File: config.mk
export PLATFORM = sky130hd
export DESIGN_NAME = fifo_ctrl_param
export DESIGN_NICKNAME = d
export VERILOG_FILES = /design/src/rtl/fifo_ctrl_param.sv
export SDC_FILE = /design/constraint.sdc
export NUM_CORES = 1
export LEC_CHECK = 0
export ABC_AREA = 1
export CORE_AREA = 2 2 39 41
export DETAILED_ROUTE_END_ITERATION = 6
export DIE_AREA = 0 0 41 43
export DONT_BUFFER_PORTS = 1
export PLACE_DENSITY = 0.64
export SETUP_SLACK_MARGIN = 0.02
export SLEW_MARGIN = 30
export SYNTH_ARGS = -nofsm -noshare
export SYNTH_HDL_FRONTEND = slang
export SYNTH_SLANG_ARGS = --single-unit
export TNS_END_PERCENT = 10
File: constraint.sdc
create_clock -name clk -period 5 [get_ports clk]
set_input_delay 1.25 -clock clk [delete_from_list [all_inputs] [get_ports clk]]
set_output_delay 1.25 -clock clk [all_outputs]
set_load 0.02 [all_outputs]
File: src/rtl/fifo_ctrl_param.sv
// fifo_ctrl_param: single-clock FIFO controller for an external register-file
// datapath. It owns the write/read pointers, the occupancy count, the status
// flags and the ready/valid handshakes. Pointers wrap at DEPTH-1, so any
// DEPTH >= 2 is supported, including depths that are not a power of two.
// Optional build macro FIFO_ERR_FLAGS_EN adds sticky overflow/underflow
// diagnostic outputs.
module fifo_ctrl_param #(
  parameter int DEPTH    = 8,
  parameter int ADDR_W   = 3,
  parameter int CNT_W    = 4,
  parameter int AF_LEVEL = 6,
  parameter int AE_LEVEL = 2
) (
  input  logic              clk,
  input  logic              rst,
  input  logic              w_en,
  output logic              ready,
  output logic              wr_ld,
  output logic [ADDR_W-1:0] wr_addr,
  input  logic              read_en,
  output logic              valid,
  output logic              rd_ld,
  output logic [ADDR_W-1:0] rd_addr,
  output logic              full,
  output logic              empty,
  output logic              almost_full,
  output logic              almost_empty,
  output logic [CNT_W-1:0]  count
`ifdef FIFO_ERR_FLAGS_EN
  ,
  output logic              overflow,
  output logic              underflow
`endif
);

  localparam logic [ADDR_W-1:0] LAST_ADDR = ADDR_W'(DEPTH - 1);
  localparam logic [CNT_W-1:0]  FULL_CNT  = CNT_W'(DEPTH);
  localparam logic [CNT_W-1:0]  AF_CNT    = CNT_W'(AF_LEVEL);
  localparam logic [CNT_W-1:0]  AE_CNT    = CNT_W'(AE_LEVEL);

  logic wr_acc;
  logic rd_acc;

  // Status flags are pure decodes of the registered count, so they never lag it.
  always_comb begin
    full         = (count == FULL_CNT);
    empty        = (count == '0);
    almost_full  = (count >= AF_CNT);
    almost_empty = (count <= AE_CNT);
    ready        = ~full;
    valid        = ~empty;
  end

  // Accepts are qualified by the flags and suppressed under reset, since reset wins over any request.
  always_comb begin
    wr_acc = w_en & ready & ~rst;
    rd_acc = read_en & valid & ~rst;
    wr_ld  = wr_acc;
    rd_ld  = rd_acc;
  end

  // Write pointer advances on each accepted write and wraps from DEPTH-1 back to zero.
  always_ff @(posedge clk) begin
    if (rst) begin
      wr_addr <= '0;
    end else if (wr_acc) begin
      if (wr_addr == LAST_ADDR) begin
        wr_addr <= '0;
      end else begin
        wr_addr <= wr_addr + ADDR_W'(1);
      end
    end
  end

  // Read pointer advances on each accepted read and wraps from DEPTH-1 back to zero.
  always_ff @(posedge clk) begin
    if (rst) begin
      rd_addr <= '0;
    end else if (rd_acc) begin
      if (rd_addr == LAST_ADDR) begin
        rd_addr <= '0;
      end else begin
        rd_addr <= rd_addr + ADDR_W'(1);
      end
    end
  end

  // Occupancy moves only when exactly one side is accepted; a simultaneous pair cancels out.
  always_ff @(posedge clk) begin
    if (rst) begin
      count <= '0;
    end else begin
      case ({wr_acc, rd_acc})
        2'b10:   count <= count + CNT_W'(1);
        2'b01:   count <= count - CNT_W'(1);
        default: count <= count;
      endcase
    end
  end

`ifdef FIFO_ERR_FLAGS_EN
  // Sticky diagnostics: record any request made against a full or empty FIFO until the next reset.
  always_ff @(posedge clk) begin
    if (rst) begin
      overflow  <= 1'b0;
      underflow <= 1'b0;
    end else begin
      if (w_en & full) begin
        overflow <= 1'b1;
      end
      if (read_en & empty) begin
        underflow <= 1'b1;
      end
    end
  end
`else
`endif

endmodule

==> results.txt, run 1 <==
- Mean cell area of the mapped netlist: 7.20 um^2
* Later-pin clock latency in the skew report: 260 ps
* Total Nets Final: 107
- The initial utilization of the core area, before any placement, comes to 46.8%.
- Clock-pin slew was measured on the worst setup and hold paths at 60 ps.
- Crit Path Category: primary input to primary output
- Maximum level of the CTS H-tree: 1
* Power density relative to cell area: 467 nW/um^2
- No sink is reached through more buffers than the 2 on the longest clock path.
- Global routing finished with a remaining overflow of 0.
- # Max-Cap Violations: 0
- Of all nets on the critical path, the largest fanout is 4.
- Synthesis instantiated 18 different standard cells from the library.
* CP Capture Type: primary output
- Routability-driven placement finished with a final weighted congestion of 0.720.
* Synth-to-Final Area Change: 8.69%
* Crit path setup slack, layout: 1870 ps
- At the pin with the least slew margin, the transition time is 682 ps.
* GRT Overall Usage: 17.6%
* Count of mapped cells out of synthesis: 90
- After the first detailed-routing iteration, the DRC count stood at 6.
- After the flow finishes, the layout carries non-filler instances totaling 110.
* Max-slew headroom at the worst pin: 54.0%
- Post-Synthesis Cell Area: 648 um^2
* Setup repair bufs after CTS: 0
- During synthesis, Yosys emitted a total of 0 warnings.
* DRT Wirelength: 1.19 mm
* RSZ-0062 raised after global routing: false
- Clock tree synthesis found a total of 10 sinks.
- Gates resized during post-CTS repair numbered 0.
- The initialized floorplan defines 14 standard-cell rows.
- Arrival time of data at the critical path endpoint: 1880 ps
* Number of detailed-routing iterations run before antenna repair: 2
- Number of DRC violations after detailed routing: 0
- OpenSTA, run right after detailed placement, puts the worst setup slack at 1850 ps.
- Synth Net Count: 102
- In this run the clock root is driven by a sky130_fd_sc_hd__clkbuf_4.
- For the worst setup path, the data required time is 3750 ps.
- Min Tclk post-route: 3130 ps
* Placeable core region: 1380 um^2
* Via count of the routed design: 535
- Delay contributed by the slowest stage of the critical path: 360 ps
- Once detail routing completed, the nets flagged for antenna violations numbered 0.
- In the finished design, the share of the clock period the worst path needs comes to 62.6%.
- The flow ran to the end, and the final reports show no timing, DRC or antenna violations.
* CP startpoint kind: primary input
* Proportion of synthesized chip area in sequential cells: 30.9%
- Worst hold slack across all endpoints: 564 ps
- Of the cells placed in the final design, the portion with a size suffix greater than 1 is 12.8%.
- In this run the tool buffered the top-level ports with 0 buffer cells.
- Derived from the worst setup path, the maximum achievable clock frequency is 0.319 GHz.
- 22 I/O pins were placed.
- Post-detail-place hpwl: 1000 um
* Cell total after placement: 106
- Total power for the finished layout comes to 0.000329 W.
- The die is 43 um tall.
* Clock buffer count from CTS: 3
- Maximum number of pins on one net before global-route repair: 9
- Counting both buffers and inverters, the worst setup path holds a total of 1.
- Summed over all cells, the static leakage comes to 0.378 nW.
* Cell family contributing the most delay on the critical path: simple AND/OR/NAND/NOR gates
* Number of global-route vias before repair: 526
- Worst clock skew: 5.64 ps
- Hold repair after CTS inserted 0 buffers.
- The die covers 1760 um^2.
- Global-route wire length before repair: 2.06 mm
- Hold crit path type: flop to flop
- The synthesized design contains 10 register bits.
* Wire length per cell after detailed routing: 10.8 um
- Die span in x: 41 um
- TritonCTS built the clock tree.
- The count of final max-slew check failures was 0.
- Cells traversed along the worst timing path: a21boi_2 -> inv_2 -> nor2_1
- Using the TritonRoute via totals, the vias-per-cell ratio works out to 4.86.
* Setup TNS Final: 0 ps
- Final setup violating endpoints: 0
* Count of inserted antenna diode cells: 0
* Cell with the largest stage delay on the worst path: sky130_fd_sc_hd__nor2_1
* VDD IR-drop max: 176 uV
* Final Hold Viols: 0
- The initial antenna violation count is 0.
## cell usage in the layout (no fill, tap or decap), types with 3 or more instances in the layout
| cell | n |
|---|---|
| sky130_fd_sc_hd__inv_1 | 18 |
| sky130_fd_sc_hd__dfxtp_1 | 10 |
| sky130_fd_sc_hd__nand3_1 | 4 |
| sky130_fd_sc_hd__nand2_1 | 14 |
| sky130_fd_sc_hd__o21ai_0 | 8 |
| sky130_fd_sc_hd__nor2_1 | 13 |
| sky130_fd_sc_hd__a21oi_1 | 6 |
| sky130_fd_sc_hd__ha_1 | 7 |
| sky130_fd_sc_hd__clkbuf_4 | 3 |
## layout make-up
cell class	count	area [um^2]
clock buffers	4	36.3
inverters	19	71.3
multi-input cells	61	377
well taps	16	20.0
flip-flops and latches	10	200
fillers	140	679
## sequential cells by signal, summed over array words and instances (netlist names)
name / flops
wr_addr: 3
rd_addr: 3
count: 4
## tightest hold or removal path, delay by kind of cell, from the launching register on
family	cells	cell delay [ps]
buffers and inverters	1	80
flip-flops	1	390
AO/OA/AOI/OAI	1	50
## logic make-up (layout without fill, tap and decap cells)
kind of cell / Yosys count / after routing / synth area share (%)
simple gates: 37 / 37 / 27.6
buf+inv: 19 / 23 / 11.0
compound gates: 15 / 15 / 12.5
flops: 10 / 10 / 30.9
fa+ha+maj: 8 / 8 / 16.6
xor+xnor: 1 / 1 / 1.35
## Yosys cell counts (all sizes together)
cell type	n	area share [%]
nand3	6	7.3
ha	7	14
a21oi	6	4.6
a21boi	1	1.7
xnor2	1	1.4
nor2	15	10
nand2	15	9.1
dfxtp	10	31
or2	1	0.97
fa	1	3.1
inv	19	11
o21ai	8	6.2
## stage by stage
step                cell area, um^2  utilization (%)
global route                    704             50.9
floorplan                       648                -
global placement                668             48.3
detailed placement              668             48.3
CTS                             704             50.9
finish                          704             50.9
## power by group
part	total (W)	internal [W]	switching (W)
sequential	0.000133	0.0000947	0.0000386
combinational	0.000123	0.0000394	0.0000838
clock	0.0000722	0.0000442	0.0000279
total	0.000329	0.000178	0.000150
## metal layers
metal | share of wire [%] | track usage (%) | wire (um)
met4 | 3.7 | 14.0 | 44
met1 | 40 | 19.9 | 480
met3 | 5.3 | 4.19 | 63
met5 | 0 | 0 | 0
met2 | 51 | 26.6 | 604
## worst paths after layout
check	startpoint	endpoint	slack, ps	cells after the start
setup / recovery	read_en	rd_ld	1870	3
hold / removal	wr_addr[1]	wr_addr[1]	560	2
setup reg to reg	count[0]	count[3]	2460	11
hold reg to reg	wr_addr[1]	wr_addr[1]	560	2
Power figures use the tool's default switching activity.
==> run 2: changes to the inputs <==
==> constraint.sdc (replaced) <==
create_clock -name clk -period 3.04 [get_ports clk]
set_input_delay 0.76 -clock clk [delete_from_list [all_inputs] [get_ports clk]]
set_output_delay 0.76 -clock clk [all_outputs]
set_load 0.02 [all_outputs]
==> run 2 against run 1 <==
  * Critical path depth grew 9
  * Worst setup slack lost 1200 ps
  * Critical endpoint is now count[3]
  * Die area is the same
  * Via count grew 5.0%
  * Global-route usage shrank 0.28 points
  * Clock power grew 66%
  * First-iteration DRC count shrank 50%
  * Critical path type is now flop to flop
  * Worst hold slack lost 7.3 ps
  * Register-to-register slack lost 1800 ps
  * Combinational power grew 70%
  * Wire length grew 6.1%
==> results.txt, run 2 (same netlist as run 1, synthesis figures left out) <==
- The tree built by TritonCTS fans out to 10 sinks.
- In this run the tightest slew margin relative to its limit is 54.0%.
- Fin. max-slew vios: 0
- In this run the worst path has a maximum fanout of 5.
- Count of inserted antenna diode cells: 0
- CP startpoint kind: flop
* CP Capture Type: flop
- The detailed router placed 562 vias in this run.
* Largest registers: count: 4 flops, rd_addr: 3 flops, wr_addr: 3 flops
* Worst hold slack across all endpoints: 557 ps
* Setup repair bufs after CTS: 0
* Final setup violating endpoints: 0
* Cts repair resizes: 0
- GRT Overall Usage: 17.4%
- After global routing the overflow that remains totals 0.
- Number of global-route vias before repair: 501
* Share of post-route cells with drive strength above 1: 13.7%
- Measured slew at the worst slew-check pin: 683 ps
- Number of DRC markers after the initial detailed-route iteration: 3
- RSZ-0062 raised after global routing: false
- The clock reaches the later pin of the worst-skew pair after 260 ps.
* I/O pins: 22
- Antenna violations before repair: 0
- Along the worst hold path, the cell count comes to 1.
- Maximum level of the CTS H-tree: 1
- The top cell types in the final layout, fill and taps aside, are 18 x sky130_fd_sc_hd__inv_1, 14 x sky130_fd_sc_hd__nand2_1, 13 x sky130_fd_sc_hd__nor2_1, 10 x sky130_fd_sc_hd__dfxtp_1, 8 x sky130_fd_sc_hd__o21ai_0.
- The first global-routing pass estimated 2.00 mm of wire.
* Number of DRC violations after detailed routing: 0
- After layout, the minimum clock period comes to 2340 ps.
* Clock input transition at the sequential cells of the worst setup and hold paths: 70 ps
- Starting density of the core: 46.8%
* Arrival time of data at the critical path endpoint: 2510 ps
* Die Height: 43 um
* Flip-flop count of the largest register after layout: 4
- The register with the most flip-flops in the final layout is count.
* Maximum number of pins on one net before global-route repair: 9
* # Max-Cap Violations: 0
- Total die area: 1760 um^2
- Global routing used 20.6% of the available met1 tracks.
* Post-detail-place hpwl: 1.04 mm
* Worst clock skew: 1.14 ps
* GRT Max-Usage Layer: met2
- Clock tree synthesis inserted a total of 3 buffers.
- Instance area after placement: 676 um^2
- After layout, the worst path uses 77.1% of the clock period.
- Static timing analysis puts the maximum clock frequency at 0.427 GHz.
- Total Nets Final: 108
- After clock tree synthesis, the flow added hold-fix buffers numbering 0.
* Met3 usage in global routing: 4.71%
- The first detailed-routing pass took 4 iterations.
- The floorplan has 14 rows.
* Final Hold Viols: 0
- Final Total Pwr: 0.000549 W
- The layout has 146 filler cells.
* Critical path required time: 3210 ps
- The library cell used most frequently in the layout, excluding fill and tap cells, is sky130_fd_sc_hd__inv_1.
- Across the VDD grid, the largest voltage drop is 318 uV.
- Die span in x: 41 um
- CTS placed an instance of sky130_fd_sc_hd__clkbuf_4 at the clock tree root.
- Setup TNS Final: 0 ps
* Post-detailed-route via-to-cell ratio: 5.06
- The core region is 1380 um^2.
* Run status: finished clean
* DRT Wirelength: 1.27 mm
- Reg2Reg Depth: 12
- Hold crit path type: primary input to flop
- At the end of routability-driven placement, the weighted congestion stood at 0.758.
- Met2 usage in global routing: 25.6%
- Port bufs: 0
* Power density relative to cell area: 771 nW/um^2
- Max Buffers Root-to-Sink: 2
- Area of all placed cells without fillers: 712 um^2
* Clock tree from TritonCTS: done
* Crit Path Category: flop to flop
- Compared with the post-synthesis result, the final layout area differs by 9.85%.
* Wire length per cell after detailed routing: 11.4 um
- Antenna Nets Post-Route: 0
* Leakage power: 0.384 nW
## run 2: layout make-up
class	count	area (um^2)	share of cell area (%)
inverters	19	71.3	10.0
flip-flops and latches	10	200	28.1
clock buffers	4	36.3	5.10
well taps	16	20.0	2.81
repair buffers	1	7.51	1.05
multi-input cells	61	377	52.9
## run 2: critical path, stage by stage, from the launching register on
cell                       delay [ps]
sky130_fd_sc_hd__dfxtp_1          590
sky130_fd_sc_hd__nor2_2            90
sky130_fd_sc_hd__a21boi_2         220
sky130_fd_sc_hd__inv_2             90
sky130_fd_sc_hd__nor2_1            90
sky130_fd_sc_hd__buf_4            160
sky130_fd_sc_hd__ha_1             210
sky130_fd_sc_hd__ha_1             270
sky130_fd_sc_hd__or2_2            300
sky130_fd_sc_hd__nand3_1           90
sky130_fd_sc_hd__nand3_1           70
sky130_fd_sc_hd__nand2_1           60
sky130_fd_sc_hd__inv_1             30
## run 2: layer usage
layer	up-vias	wire [um]	part of all wire, %
met5	-	0	0
met4	0	25	2.0
met3	4	80	6.3
met2	21	615	49
met1	248	543	43
li1	289	-	-
## run 2: final timing paths
kind              startpoint    endpoint  slack (ps)
hold reg to reg   wr_addr[1]  wr_addr[1]         560
setup / recovery    count[3]    count[3]         700
hold / removal           rst  wr_addr[2]         560
setup reg to reg    count[3]    count[3]         700
## run 2: where the power goes
group	switching (W)	internal, W
registers	0.0000641	0.000156
logic	0.000141	0.0000677
clock network	0.0000471	0.0000727
total	0.000252	0.000296
## run 2: metrics by stage
step / std cells / utilization [%] / setup slack [ps]
after floorplan: 90 / - / 556
after global placement: 107 / 48.8 / 618
after detailed placement: 107 / 48.8 / 614
after CTS: 111 / 51.4 / 686
after global routing: 111 / 51.4 / 491
final: 111 / 51.4 / 696
